**src/rtl/vga_led_regs.sv**
```systemverilog
// vga_led_regs
// ------------
// Bus-facing register bank for the VGA seven-segment emulator. Software
// writes eight digit shadow registers plus a hex-decode mask through a
// simple Avalon-MM style slave. Shadows are copied to the hex0..hex7
// outputs only on the falling edge of vertical sync, or one cycle after a
// force-commit write. This keeps the display from changing mid-frame.
//
// Ports:
//   clk50       system clock, shared with the emulator
//   reset_n     asynchronous active-low reset
//   chipselect  slave select; qualifies write and read
//   write       write strobe
//   read        read strobe (readdata valid on the next edge)
//   address     register index 0..15
//   writedata   write data
//   readdata    registered read data; holds between reads
//   vga_vs      active-low vertical sync from the emulator (same clock)
//   hex0..hex7  committed segment patterns: bit0=a .. bit6=g, bit7=dp,
//               1 = lit
//
// Register map:
//   0-7   digit shadow N
//   8     decode mask shadow (bit N=1 hex-decodes digit N)
//   9     write bit0=1 forces a commit; read returns {7'b0, pending}
//   10    blink mask shadow (blink build only; otherwise unmapped)
//   11-15 unmapped: read 0, writes ignored
//
// Optional feature (macro VGA_LED_BLINK_EN):
//   Register 10 becomes a committed blink mask. A BLINK_DIV_LOG2-bit frame
//   counter advances on every vsync falling edge. While its MSB is set,
//   every digit whose committed blink bit is set is driven as 0x00.

module vga_led_regs #(
  parameter int BLINK_DIV_LOG2 = 5
) (
  input  logic       clk50,
  input  logic       reset_n,
  input  logic       chipselect,
  input  logic       write,
  input  logic       read,
  input  logic [3:0] address,
  input  logic [7:0] writedata,
  output logic [7:0] readdata,
  input  logic       vga_vs,
  output logic [7:0] hex0,
  output logic [7:0] hex1,
  output logic [7:0] hex2,
  output logic [7:0] hex3,
  output logic [7:0] hex4,
  output logic [7:0] hex5,
  output logic [7:0] hex6,
  output logic [7:0] hex7
);

  // A counter of zero width is meaningless, so an invalid divider setting
  // produces a visibly named block in the elaborated hierarchy.
  if (BLINK_DIV_LOG2 < 1) begin : g_blink_div_invalid
  end

  // Seven-segment patterns for hex digits 0-F (bit0=a .. bit6=g).
  function automatic logic [6:0] hexdec(input logic [3:0] nibble);
    logic [6:0] seg;
    case (nibble)
      4'h0: seg = 7'h3F;
      4'h1: seg = 7'h06;
      4'h2: seg = 7'h5B;
      4'h3: seg = 7'h4F;
      4'h4: seg = 7'h66;
      4'h5: seg = 7'h6D;
      4'h6: seg = 7'h7D;
      4'h7: seg = 7'h07;
      4'h8: seg = 7'h7F;
      4'h9: seg = 7'h6F;
      4'hA: seg = 7'h77;
      4'hB: seg = 7'h7C;
      4'hC: seg = 7'h39;
      4'hD: seg = 7'h5E;
      4'hE: seg = 7'h79;
      default: seg = 7'h71;
    endcase
    return seg;
  endfunction

  logic [7:0][7:0] shadow_q;
  logic [7:0]      decode_q;
  logic [7:0][7:0] committed_q;
  logic [7:0][7:0] committed_next;
  logic [7:0][7:0] hex_q;
  logic [7:0][7:0] hex_next;
  logic [7:0]      rd_mux;
  logic            pending_q;
  logic            force_q;
  logic            vs_d;
  logic            wr_en;
  logic            rd_en;
  logic            shadow_wr;
  logic            frame_edge;
  logic            commit;

  assign wr_en      = chipselect & write;
  assign rd_en      = chipselect & read;
  assign frame_edge = vs_d & ~vga_vs;
  // force_q is set by the reg 9 write itself, so a forced commit happens
  // one cycle after that write.
  assign commit     = frame_edge | force_q;

`ifdef VGA_LED_BLINK_EN
  logic [7:0]                blink_shadow_q;
  logic [7:0]                blink_commit_q;
  logic [7:0]                blink_commit_next;
  logic [BLINK_DIV_LOG2-1:0] frame_cnt_q;
  logic                      blink_phase;

  assign shadow_wr = wr_en & ((address <= 4'd8) | (address == 4'd10));
  assign blink_commit_next = commit ? blink_shadow_q : blink_commit_q;
  assign blink_phase = frame_cnt_q[BLINK_DIV_LOG2-1];

  // The blink mask is shadowed and committed exactly like the digits. The
  // frame counter counts vsync edges only, so forced commits do not
  // disturb the blink rhythm.
  always_ff @(posedge clk50 or negedge reset_n) begin
    if (!reset_n) begin
      blink_shadow_q <= '0;
      blink_commit_q <= '0;
      frame_cnt_q    <= '0;
    end else begin
      if (wr_en && address == 4'd10) begin
        blink_shadow_q <= writedata;
      end
      blink_commit_q <= blink_commit_next;
      if (frame_edge) begin
        frame_cnt_q <= frame_cnt_q + 1'b1;
      end
    end
  end
`else
  assign shadow_wr = wr_en & (address <= 4'd8);
`endif

  // Commit target for each digit. The value is computed from the current
  // shadow, so a write landing on the same edge as a commit is left for the
  // next commit.
  always_comb begin
    committed_next = committed_q;
    if (commit) begin
      for (int n = 0; n < 8; n++) begin
        if (decode_q[n]) begin
          committed_next[n] = {shadow_q[n][7], hexdec(shadow_q[n][3:0])};
        end else begin
          committed_next[n] = shadow_q[n];
        end
      end
    end
  end

  // The output register loads the commit target directly, so a commit is
  // visible on the edge that performs it. Blink gating uses the registered
  // counter MSB. A phase change therefore shows up one cycle after the
  // counter moves.
  always_comb begin
    hex_next = committed_next;
`ifdef VGA_LED_BLINK_EN
    for (int n = 0; n < 8; n++) begin
      if (blink_phase && blink_commit_next[n]) begin
        hex_next[n] = 8'h00;
      end
    end
`endif
  end

  // Read mux. Digit reads return shadows, not what is on the display.
  always_comb begin
    rd_mux = 8'h00;
    if (!address[3]) begin
      rd_mux = shadow_q[address[2:0]];
    end else begin
      case (address)
        4'd8:    rd_mux = decode_q;
        4'd9:    rd_mux = {7'b0, pending_q};
`ifdef VGA_LED_BLINK_EN
        4'd10:   rd_mux = blink_shadow_q;
`endif
        default: rd_mux = 8'h00;
      endcase
    end
  end

  // Shadow registers and the force request. Force is a one-cycle pulse.
  always_ff @(posedge clk50 or negedge reset_n) begin
    if (!reset_n) begin
      shadow_q <= '0;
      decode_q <= '0;
      force_q  <= 1'b0;
    end else begin
      if (wr_en && !address[3]) begin
        shadow_q[address[2:0]] <= writedata;
      end
      if (wr_en && address == 4'd8) begin
        decode_q <= writedata;
      end
      force_q <= wr_en && (address == 4'd9) && writedata[0];
    end
  end

  // Pending: a shadow write wins over a simultaneous commit because that
  // commit used the pre-write shadow.
  always_ff @(posedge clk50 or negedge reset_n) begin
    if (!reset_n) begin
      pending_q <= 1'b0;
    end else begin
      pending_q <= shadow_wr | (pending_q & ~commit);
    end
  end

  // Vsync edge detector. It resets high so that a sync already low when
  // reset is released is not mistaken for a new frame.
  always_ff @(posedge clk50 or negedge reset_n) begin
    if (!reset_n) begin
      vs_d <= 1'b1;
    end else begin
      vs_d <= vga_vs;
    end
  end

  // Committed values, the display output register and read data.
  always_ff @(posedge clk50 or negedge reset_n) begin
    if (!reset_n) begin
      committed_q <= '0;
      hex_q       <= '0;
      readdata    <= 8'h00;
    end else begin
      committed_q <= committed_next;
      hex_q       <= hex_next;
      if (rd_en) begin
        readdata <= rd_mux;
      end
    end
  end

  assign hex0 = hex_q[0];
  assign hex1 = hex_q[1];
  assign hex2 = hex_q[2];
  assign hex3 = hex_q[3];
  assign hex4 = hex_q[4];
  assign hex5 = hex_q[5];
  assign hex6 = hex_q[6];
  assign hex7 = hex_q[7];

endmodule

```
**config.mk**
```make
export PLATFORM = sky130hd
export DESIGN_NAME = vga_led_regs
export DESIGN_NICKNAME = d
export VERILOG_FILES = /design/src/rtl/vga_led_regs.sv
export SDC_FILE = /design/constraint.sdc
export NUM_CORES = 1
export LEC_CHECK = 0
export ABC_AREA = 1
export CAP_MARGIN = 0
export CELL_PAD_IN_SITES_DETAIL_PLACEMENT = 0
export CELL_PAD_IN_SITES_GLOBAL_PLACEMENT = 2
export CORE_UTILIZATION = 32
export CTS_BUF_LIST = sky130_fd_sc_hd__clkbuf_8
export DETAILED_ROUTE_END_ITERATION = 8
export PLACE_DENSITY_LB_ADDON = 0.1
export SYNTH_ARGS = -nofsm -noshare
export SYNTH_HDL_FRONTEND = slang
export SYNTH_SLANG_ARGS = --single-unit
```
**constraint.sdc**
```tcl
create_clock -name clk50 -period 1.46 [get_ports clk50]
set_clock_uncertainty 0.1 [all_clocks]
set_input_delay 0.292 -clock clk50 [delete_from_list [all_inputs] [get_ports clk50]]
set_output_delay 0.292 -clock clk50 [all_outputs]
set_load 0.01 [all_outputs]
```
-- Word-level counts from Yosys, hierarchy flattened
Memories as Yosys holds them, arrays and structs flattened.
Cells that the tools add are included.
- input bits: 18
- memory bits (read-only): 896
- output and inout port bits: 72
- word-level logic and storage cells: 64
- memories: 8
- register bits after elaboration: 147
- memories (memory ; words ; width ; rd ports ; clocked after Yosys merged registers in ; wr ports ; RTL line ; RTL):
    (no name shown) ; 16 ; 7 ; 1 ; 0 ; 0 ; 64 ; case (nibble)
    (no name shown) ; 16 ; 7 ; 1 ; 0 ; 0 ; 64 ;
    (no name shown) ; 16 ; 7 ; 1 ; 0 ; 0 ; 64 ;
    (no name shown) ; 16 ; 7 ; 1 ; 0 ; 0 ; 64 ;
    (no name shown) ; 16 ; 7 ; 1 ; 0 ; 0 ; 64 ;
    (no name shown) ; 16 ; 7 ; 1 ; 0 ; 0 ; 64 ;
    2 more memories ; n/a ; n/a ; n/a ; n/a ; n/a ; n/a ;
- reduce and logical (&&, ||, !) cells: 6
- bitwise gates (word level): 9
- $lt $le $gt $ge: 3
- equality and inequality tests: 2
- multiplexer cells: 15
- operator list (kind ; count):
    $bwmux W64 ; 1
    $mux W7 ; 8
    $bmux W8 S3 ; 1
    $demux W8 S3 ; 1
    $mux W8 ; 3
    $pmux W8 S2 ; 1
    $eq A4 B4 Y1 const B ; 2
    $and A1 B1 Y1 ; 5
    $logic_and A1 B1 Y1 ; 5
    $le A4 B4 Y1 const B ; 1
    $lt A3 B4 Y1 const B ; 1
    $ge A3 B1 Y1 const B ; 1
    $not A1 Y1 ; 2
    $or A1 B1 Y1 ; 2
    $logic_not A1 Y1 ; 1

-- Depth between registers and ports, before layout
- depth after elaboration: 6
- depth in mapped cells: 11
- depth with buffers taken out: 10

-- Least setup slack after synthesis
No wires, ideal clock.
- kind: register to register
- from: reg shadow_q[24] (netlist name)
- to: reg hex_q (netlist bit hex3[3])
- stages on the path, launching flop included: 9
- setup time: 0.117 ns
- data required time: 1.243 ns
- setup slack: 0.014 ns
- data arrival time: 1.229 ns
- clock period less this slack: 1.446 ns
- cell sequence: dfrtp_1 > inv_1 > ha_1 > nand2_1 > nand2_1 > o21ai_0 > nand2_1 > nand2_1 > nand2_1
- cells in the longest elaborated chain, start to end: 2
- ends and longest elaborated chain (element ; RTL line ; RTL):
    start: declaration ; 85 ; logic [7:0][7:0] shadow_q;
    start signal: indexed assignment ; 197 ; shadow_q[address[2:0]] <= writedata;
    $mem_v2 Z16 W7 ; n/a ;
    $mux W7 ; 148 ; if (decode_q[n]) begin
    end signal: assignment ; 234 ; hex_q <= hex_next;
    end: declaration ; 89 ; logic [7:0][7:0] hex_q;
No other way between the ends.
A chain may end at the register's enable or synchronous reset.

-- Final worst setup path
- from: reg shadow_q[0] (netlist name)
- to: reg hex_q (netlist bit hex0[3])
The elaborated chain is that of the path after synthesis.

==> flow_summary.ini <==
[clocking]
clockRootBuffer = clkbuf_8
clkTransAtPathRegs_ns = 0.09
h-tree-depth = 4
cts.sink_count = 147
clk_latency_ns = 0.46
cts_tree = done
ctsLongestPathBuffers = 2
cts_made_buffers = 17

[critical_path]
worstSetupEndpointType = flip-flop
critPathCapture = hex0[3]
critPathLaunch = shadow_q[0]
reg2reg_slack_ns = 0.004
rr_endpoint = hex0[3]
crit_required_ns = 1.75
timing.rr.start = shadow_q[0]
crit_type = reg2reg
start_kind = flip-flop
arrival_ns = 1.75
path_max_fanout = 5
ff2ff_path_depth = 5

[sta]
final-setup-viol-count = 0
hold_viol_final = 0
tns_ns = 0
drv_slew = 0
holdWs_ns = 0.174
fmax_mhz = 687
grt_setup_unrepaired = true
max-slew-margin-rel = 0.632
tightest_slew_ns = 0.552
fin_crit_sh = 0.997
worst_slack_ns = 0.00402
fin_crit_ns = 1.46

[synthesis]
ys_seq_area_frac = 0.424
synthFlopType = dfrtp_1
syn_avg_cell_area_um2 = 8.00
synth_seq_cells = 147
yosysUniqueCellTypes = 29
syn_nets = 1160
synth-edff-count = 0
yosysWarnings = 0
synth_common_cells = 297 x nand2_1, 146 x dfrtp_1, 95 x inv_1
synth_cells = 1086
synth.cell_area_um2 = 8690
synthTopCellsByArea = dfrtp_1 42%, nand2_1 13%, ha_1 8.1%, a21oi_1 5.0%, o21ai_0 4.6%
async_flop_share = 1.00
synth_top_area_frac = 0.421
yosys.area.top_type = dfrtp_1
yosysMostFrequentCell = nand2_1

[floorplanning]
num_io_pins = 90
die_w_um = 167
coreArea_um2 = 26400
die-area_um2 = 27800
die_y_um = 167
initial_core_util = 0.330
placementRows = 59

[grt]
grt_overflow_total = 0
grt_pass1_vias = 7934
grt_use_total = 0.208
grt_pass1_wl_um = 44700
grt_max_degree = 29
antenna_found_initial = 0

[place]
hpwl_um = 20400
dpl_worst_slack_ns = -0.533
gp_congestion = 0.828
io_buffers = 89

[pwr]
power_density_nw_per_um2 = 1210
pwr-share-clk = 0.225
p_leak_nw = 5.84
power_switching_share = 0.379
pwr-share-comb = 0.409
ir_drop_mv = 0.619
p_switching_mw = 5.67
p_int_mw = 9.30
seqPwrFrac = 0.366

[detailed_routing]
via_count = 8236
drc_errors = 0
wirelength_um = 28700
ant_nets = 0
dr.pass1.iters = 5
drtIter0Drc = 602
routedWlPerCell_um = 17.0
via_per_inst = 4.89

[finish]
areaGrowthSynthToFinish_pct = 42.1
drive_gt1_frac = 0.357
nNetsFinal = 1411
diodes = 0
final_util = 0.468

[run_status]
status = finished clean

[worst_hold_path]
hold_path_class = in2reg

[job]
cap_viol_max_count = 0
cells in the final DEF, fill, tap and decap left out, types with 14 or more instances in the layout:
cell	count
nand2_1	279
buf_4	139
dfrtp_1	137
a21oi_1	73
buf_2	70
inv_1	66
nor2_1	60
o21ai_0	51
o21ai_1	49
nand3_1	48
o211ai_1	48
o21ai_2	36
buf_12	30
ha_4	26
buf_6	26
ha_1	18
inv_4	17
clkbuf_8	17
inv_2	14
nand2_2	14
clkdlybuf4s50_1	14
sequential cells by signal, summed over array words and instances (netlist names), 8 cells and up:
name / flops
hex3: 8
hex4: 8
hex7: 8
hex6: 8
hex1: 8
hex5: 8
hex2: 8
readdata: 8
hex0: 8
shadow_q: 64
decode_q: 8
metal layers:
metal | part of all wire | vias to the layer above | track usage
met5 | 0 | - | 0
met4 | 0.014 | 0 | 0.0515
met3 | 0.029 | 23 | 0.0299
met2 | 0.47 | 188 | 0.339
met1 | 0.49 | 3939 | 0.290
li1 | - | 4086 | -
cell families after synthesis:
family / Yosys count / synth area share
compound gates: 287 / 0.196
fa+ha+maj: 56 / 0.0807
buf+inv: 156 / 0.0811
flops: 147 / 0.424
simple gates: 440 / 0.219
critical path: stages (launching register included):
cell,delay (ns)
dfrtp_2,0.51
inv_4,0.09
ha_2,0.20
o211ai_1,0.21
o211ai_1,0.14
a21oi_1,0.15
stage by stage:
| step | power [mW] | instances | cell area [um2] |
|---|---|---|---|
| final | 15.0 | 1684 | 12300 |
| after global routing | 16.0 | 1684 | 12300 |
| after CTS | 14.2 | 1659 | 11400 |
| after detailed placement | 11.0 | 1606 | 11200 |
| after global placement | 11.0 | 1606 | 11200 |
| after floorplan | 8.17 | 1086 | 8690 |
repair_timing:
action | CTS | global route
pin swaps | 11 | 99
hold buffers | 1 | 0
hold endpoints to repair | 146 | 0
setup buffers | 21 | 25
endpoints found under the setup margin | 106 | 102
gates resized for setup | 325 | 197
power by group through the flow:
stage               Clock [mW]  Combinational (mW)  Sequential [mW]
finish                    3.37                6.12             5.48
global route              3.65                6.79             5.59
CTS                       3.48                5.32             5.43
detailed placement           0                5.48             5.50
global placement             0                5.50             5.49
floorplan                    0                2.52             5.65
layout make-up:
class,instances,area [um2]
Clock inverter,14,166
Tap cell,335,419
Clock buffer,17,234
Timing Repair Buffer,282,2460
Sequential cell,147,3690
Fill cell,2629,14000
Inverter,106,448
Multi-Input combinational cell,783,4920
how the worst min path moves through the flow:
stage	start	endpoint	slack (ns)	cells past startpoint
5_1_grt	vga_vs	vs_d	0.15	1
2_1_floorplan	reset_n	decode_q[0]	-0.10	0
4_1_cts	reset_n	hex4[3]	0.16	2
6_report	vga_vs	vs_d	0.17	1
3_5_place_dp	reset_n	hex4[3]	0.1	1
3_3_place_gp	reset_n	hex4[3]	0.11	1
(Power assumes the default switching activity.)
